## config.mk

```make
export PLATFORM = sky130hd
export DESIGN_NAME = nx_msg_decoder
export DESIGN_NICKNAME = d
export VERILOG_FILES = /design/src/rtl/nx_msg_decoder.sv
export SDC_FILE = /design/constraint.sdc
export NUM_CORES = 1
export LEC_CHECK = 0
export BUFFER_PORTS_ARGS = -buffer_cell sky130_fd_sc_hd__buf_4
export CAP_MARGIN = 20
export CORE_UTILIZATION = 50
export CTS_CLUSTER_DIAMETER = 30
export DETAILED_ROUTE_END_ITERATION = 6
export MAX_ROUTING_LAYER = met4
export PLACE_DENSITY = 0.73
export SLEW_MARGIN = 20
export SYNTH_ARGS = -nofsm -noshare
export SYNTH_HDL_FRONTEND = slang
export SYNTH_SLANG_ARGS = --single-unit
```

## constraint.sdc

```tcl
create_clock -name clk -period 3.1 [get_ports clk]
set_input_delay 0.155 -clock clk [delete_from_list [all_inputs] [get_ports clk]]
set_output_delay 0.155 -clock clk [all_outputs]
set_load 0.01 [all_outputs]
```

## src/rtl/nx_msg_decoder.sv

```systemverilog
// rtl/nx_msg_decoder.sv - inbound message decoder: local assembly or bypass forwarding
// Optional feature macro: NX_MSG_DECODER_BROADCAST_EN (all-ones target is accepted as local)
module nx_msg_decoder #(
    parameter int TARGET_W  = 8,
    parameter int CMD_W     = 8,
    parameter int PAYLOAD_W = 24,
    parameter int VALID_W   = PAYLOAD_W / CMD_W
) (
    input  logic                 clk,
    input  logic                 rst,
    input  logic [TARGET_W-1:0]  node_id,
    input  logic [CMD_W-1:0]     in_data,
    input  logic                 in_last,
    input  logic                 in_valid,
    output logic                 in_ready,
    output logic [CMD_W-1:0]     byp_data,
    output logic                 byp_last,
    output logic                 byp_valid,
    input  logic                 byp_ready,
    output logic [CMD_W-1:0]     rx_command,
    output logic [PAYLOAD_W-1:0] rx_payload,
    output logic [VALID_W-1:0]   rx_valid,
    output logic                 rx_complete,
    input  logic                 rx_ready,
    output logic                 err_overflow,
    output logic                 err_short
);

    // counter must be able to reach VALID_W to detect overflow
    localparam int CW = $clog2(VALID_W + 1);
    localparam logic [CW-1:0] L_VMAX = CW'(VALID_W);

    typedef enum logic [2:0] {
        S_IDLE, S_CMD, S_PAYLOAD, S_HOLD, S_FWD_HDR, S_FWD, S_DROP
    } state_t;

    state_t                 r_state;
    state_t                 w_next;
    logic [TARGET_W-1:0]    r_target;
    logic                   r_tlast;
    logic [CW-1:0]          r_cnt;
    logic [CMD_W-1:0]       r_command;
    logic [PAYLOAD_W-1:0]   r_payload;
    logic [VALID_W-1:0]     r_valid;
    logic                   r_err_ovf;
    logic                   r_err_short;
    logic [CMD_W-1:0]       r_byp_data;
    logic                   r_byp_last;
    logic                   r_byp_valid;

    logic                   w_in_ready;
    logic                   w_accept;
    logic                   w_match;
    logic                   w_byp_free;
    logic                   w_cnt_full;
    logic                   w_byp_load;
    logic [CMD_W-1:0]       w_byp_ld_data;
    logic                   w_byp_ld_last;

`ifdef NX_MSG_DECODER_BROADCAST_EN
    assign w_match = (in_data == node_id) || (in_data == {TARGET_W{1'b1}});
`else
    assign w_match = (in_data == node_id);
`endif

    // bypass slot can take a new flit when empty or being drained this cycle
    assign w_byp_free = !r_byp_valid || byp_ready;
    assign w_cnt_full = (r_cnt == L_VMAX);
    assign w_in_ready = (r_state == S_HOLD || r_state == S_FWD_HDR) ? 1'b0 :
                        (r_state == S_FWD) ? w_byp_free : 1'b1;
    assign w_accept   = in_valid && w_in_ready;

    // state register
    always_ff @(posedge clk) begin
        if (rst) r_state <= S_IDLE;
        else     r_state <= w_next;
    end

    // next-state decode and bypass load selection
    always_comb begin
        w_next        = r_state;
        w_byp_load    = 1'b0;
        w_byp_ld_data = in_data;
        w_byp_ld_last = in_last;
        case (r_state)
            S_IDLE: if (w_accept) begin
                if (w_match) w_next = in_last ? S_IDLE : S_CMD;
                else         w_next = S_FWD_HDR;
            end
            S_CMD: if (w_accept) w_next = in_last ? S_HOLD : S_PAYLOAD;
            S_PAYLOAD: if (w_accept) begin
                if (in_last)         w_next = S_HOLD;
                else if (w_cnt_full) w_next = S_DROP;
            end
            S_DROP: if (w_accept && in_last) w_next = S_HOLD;
            S_HOLD: if (rx_ready) w_next = S_IDLE;
            S_FWD_HDR: if (w_byp_free) begin
                w_byp_load    = 1'b1;
                w_byp_ld_data = r_target;
                w_byp_ld_last = r_tlast;
                w_next        = r_tlast ? S_IDLE : S_FWD;
            end
            S_FWD: if (w_accept) begin
                w_byp_load = 1'b1;
                if (in_last) w_next = S_IDLE;
            end
            default: w_next = S_IDLE;
        endcase
    end

    // header capture, message assembly and sticky error flags
    always_ff @(posedge clk) begin
        if (rst) begin
            r_target    <= '0;
            r_tlast     <= 1'b0;
            r_cnt       <= '0;
            r_command   <= '0;
            r_payload   <= '0;
            r_valid     <= '0;
            r_err_ovf   <= 1'b0;
            r_err_short <= 1'b0;
        end else if (w_accept) begin
            case (r_state)
                S_IDLE: begin
                    r_target <= in_data;
                    r_tlast  <= in_last;
                    if (w_match && in_last) r_err_short <= 1'b1;
                end
                S_CMD: begin
                    r_command <= in_data;
                    r_payload <= '0;
                    r_valid   <= '0;
                    r_cnt     <= '0;
                end
                S_PAYLOAD: begin
                    if (w_cnt_full) begin
                        r_err_ovf <= 1'b1;
                    end else begin
                        for (int i = 0; i < VALID_W; i++) begin
                            if (r_cnt == CW'(i)) begin
                                r_payload[i*CMD_W +: CMD_W] <= in_data;
                                r_valid[i]                  <= 1'b1;
                            end
                        end
                        r_cnt <= r_cnt + CW'(1);
                    end
                end
                default: ;
            endcase
        end
    end

    // single-stage bypass register; holds steady while stalled
    always_ff @(posedge clk) begin
        if (rst) begin
            r_byp_data  <= '0;
            r_byp_last  <= 1'b0;
            r_byp_valid <= 1'b0;
        end else if (w_byp_load) begin
            r_byp_data  <= w_byp_ld_data;
            r_byp_last  <= w_byp_ld_last;
            r_byp_valid <= 1'b1;
        end else if (byp_ready) begin
            r_byp_valid <= 1'b0;
        end
    end

    assign in_ready     = w_in_ready;
    assign byp_data     = r_byp_data;
    assign byp_last     = r_byp_last;
    assign byp_valid    = r_byp_valid;
    assign rx_command   = r_command;
    assign rx_payload   = r_payload;
    assign rx_valid     = r_valid;
    assign rx_complete  = (r_state == S_HOLD);
    assign err_overflow = r_err_ovf;
    assign err_short    = r_err_short;

endmodule
```

==> flow_metrics.env <==
export IMPL_wirelength_um=6900
export IMPL_clk_pin_slew_worst_paths_ns=0.07
export IMPL_via_count=2539
export IMPL_whs_path_depth=3
export IMPL_htree_levels=3
export IMPL_syn_to_final_growth_pct=23.8
export IMPL_cts_resized_gates=0
export IMPL_fmax_mhz=470
export IMPL_layout_setup_ws_ns=0.974
export IMPL_endpoint_kind="register"
export IMPL_synth_area_leader_cell="dfxtp_1"
export IMPL_hpwl_um=4570
export IMPL_ys_types=37
export IMPL_leakagePower_nw=1.34
export IMPL_tns_ns=0
export IMPL_drt_initial_drc_count=187
export IMPL_finalCritPeriodShare_pct=68.6
export IMPL_initial_core_util_pct=52.6
export IMPL_drive_above_1_share_pct=23.6
export IMPL_grt_pass1_vias=2281
export IMPL_rsz0062_at_grt="no"
export IMPL_setup_viol=0
export IMPL_whs_ns=0.112
export IMPL_clock_latency_ns=0.34
export IMPL_rows=26
export IMPL_postRouteAntennaNets=0
export IMPL_antenna_found_initial=0
export IMPL_routedWlPerCell_um=15.1
export IMPL_crit_fanout=21
export IMPL_io_pins=71
export IMPL_post_cts_setup_buffers=0
export IMPL_grt_pass1_wl_um=11300
export IMPL_die_w_um=76.0
export IMPL_vdd_drop_max_v=0.000325
export IMPL_viasPerCell=5.57
export IMPL_synthCells=333
export IMPL_grt_start_max_net_pins=62
export IMPL_cts_root_buf="clkbuf_8"
export IMPL_drt_first_pass_iters=5
export IMPL_nFillCells=471
export IMPL_gp_congestion=0.886
export IMPL_synth_area_per_cell_um2=8.22
export IMPL_ys_ff_latch=61
export IMPL_grt_usage_pct=25.5
export IMPL_status="finished, final reports clean"
export IMPL_power_density_nw_per_um2=649
export IMPL_final_common_cell="buf_4"
export IMPL_design_die_area_um2=5780
export IMPL_clock_sinks=61
export IMPL_ctsHoldBuffers=0
export IMPL_min_path_type="in2reg"
export IMPL_numCtsBuffers=9
export IMPL_syn_area_um2=2740
export IMPL_required_ns=3.30
export IMPL_synth_warnings=0
export IMPL_final_cell_mix="buf_4, dfxtp_1, a21oi_1, nand2_1, nand3_1"
export IMPL_cts_tree="yes"
export IMPL_synth_top_cell_area_share_pct=44.6
export IMPL_tightest_slew_ns=0.632
export IMPL_seq_area_um2=1220
export IMPL_port_buffers=70
export IMPL_nNetsFinal=407
export IMPL_crit_arrival_ns=2.33
export IMPL_hold_viol=0
export IMPL_drcViolationCount=0
export IMPL_multi_input_comb_area_um2=1320
export IMPL_fin_crit_ns=2.13
export IMPL_rr_worst_depth=5
export IMPL_synthesis_nets=359
export IMPL_ys_seq_area_share_pct=44.6
export IMPL_final_util_pct=65.1
export IMPL_skew_ns=0.00621
export IMPL_num_antenna_cells=0
export IMPL_start_kind="register"
export IMPL_fp_dieH_um=76.0
export IMPL_final_area_um2=3390
export IMPL_grt_overflow=0
export IMPL_cap_violations=0
export IMPL_cts_max_path_buffers=2
export IMPL_max_slew_margin_rel_pct=57.9
export IMPL_core_area_um2=5200
export IMPL_ys_top_cells_by_area="dfxtp_1, a21oi_1, nand4_1"
export IMPL_path_class="reg2reg"
export IMPL_drv_slew=0
export IMPL_postPlaceCellArea_um2=3200
export IMPL_dp_slack_ns=0.986
==> critical path, stage by stage (launching register included) <==
cell     delay (ns)
dfxtp_1        0.61
nor3b_1        0.23
o211a_1        0.55
nand2_1        0.32
nand3_1        0.18
a21oi_1        0.09
==> worst paths after layout <==
path               startpoint             end  slack, ns
setup reg to reg   r_state[1]  rx_payload[10]       0.97
hold reg to reg   r_target[6]     r_target[6]       0.45
hold / removal     in_data[7]     r_target[7]       0.11
setup / recovery   r_state[1]  rx_payload[10]       0.97
==> flip-flops by register name, summed over array words and instances, names as in the netlist <==
name and count:
rx_payload 24, byp_data 8, r_target 8, rx_command 8, r_state 3, rx_valid 3, r_cnt 2, byp_last 1
byp_valid 1, err_overflow 1, err_short 1, r_tlast 1
==> kinds of logic (layout without fill, tap and decap cells) <==
logic type	count (synthesis)	count (layout)	synth area share [%]
multiplexers	9	9	3.29
AND/OR/NAND/NOR	132	132	24.2
buffers and inverters	42	95	7.26
adder cells (fa/ha/maj)	4	4	1.83
XOR/XNOR	9	9	2.88
AO/OA/AOI/OAI	76	76	15.9
flip-flops	61	61	44.6
==> metal layers <==
| metal | global-route usage, % | share of wire [%] | vias up |
|---|---|---|---|
| li1 | - | - | 1269 |
| met1 | 32.6 | 45 | 1171 |
| met2 | 39.7 | 47 | 88 |
| met3 | 4.43 | 7.5 | 11 |
| met4 | 11.2 | 1.2 | 0 |
| met5 | - | 0 | - |
==> cell usage after synthesis <==
library cell	number
a31oi_1	5
o211a_1	1
buf_4	6
and3_1	1
ha_1	4
and2_1	3
a211o_1	1
nor3b_1	1
nand2_1	43
a211oi_1	10
nor3b_2	1
a21oi_1	51
nand4_1	26
or4_1	1
o21ai_0	3
buf_6	1
nor3_2	1
nor3_1	6
o21ai_1	1
buf_2	9
o2111a_1	1
nand3b_1	1
inv_2	1
nor2b_1	1
nand3_1	27
nand2b_1	3
a21boi_0	1
o211ai_1	1
xnor2_1	9
inv_1	5
a311o_1	1
clkbuf_1	19
mux2i_1	9
nor3b_4	1
buf_1	1
nor2_1	16
dfxtp_1	61
==> power breakdown <==
part	leakage [nW]	internal, W	switching (W)
logic	0.753	0.000230	0.000337
registers	0.495	0.000862	0.0000749
clock network	0.0964	0.000391	0.000307
==> metrics by stage <==
stage                     cells  power (W)
after floorplan             333    0.00137
after global placement      440    0.00151
after detailed placement    440    0.00152
after CTS                   456    0.00221
after global routing        456    0.00233
final                       456    0.00220
==> cell type report <==
type	instances	area share, %
flip-flops and latches	61	36.0
repair buffers	73	16.2
multi-input cells	230	38.9
clock inverters	4	1.40
inverters	6	0.664
well taps	70	2.58
clock buffers	12	4.28
(Power assumes the default switching activity.)
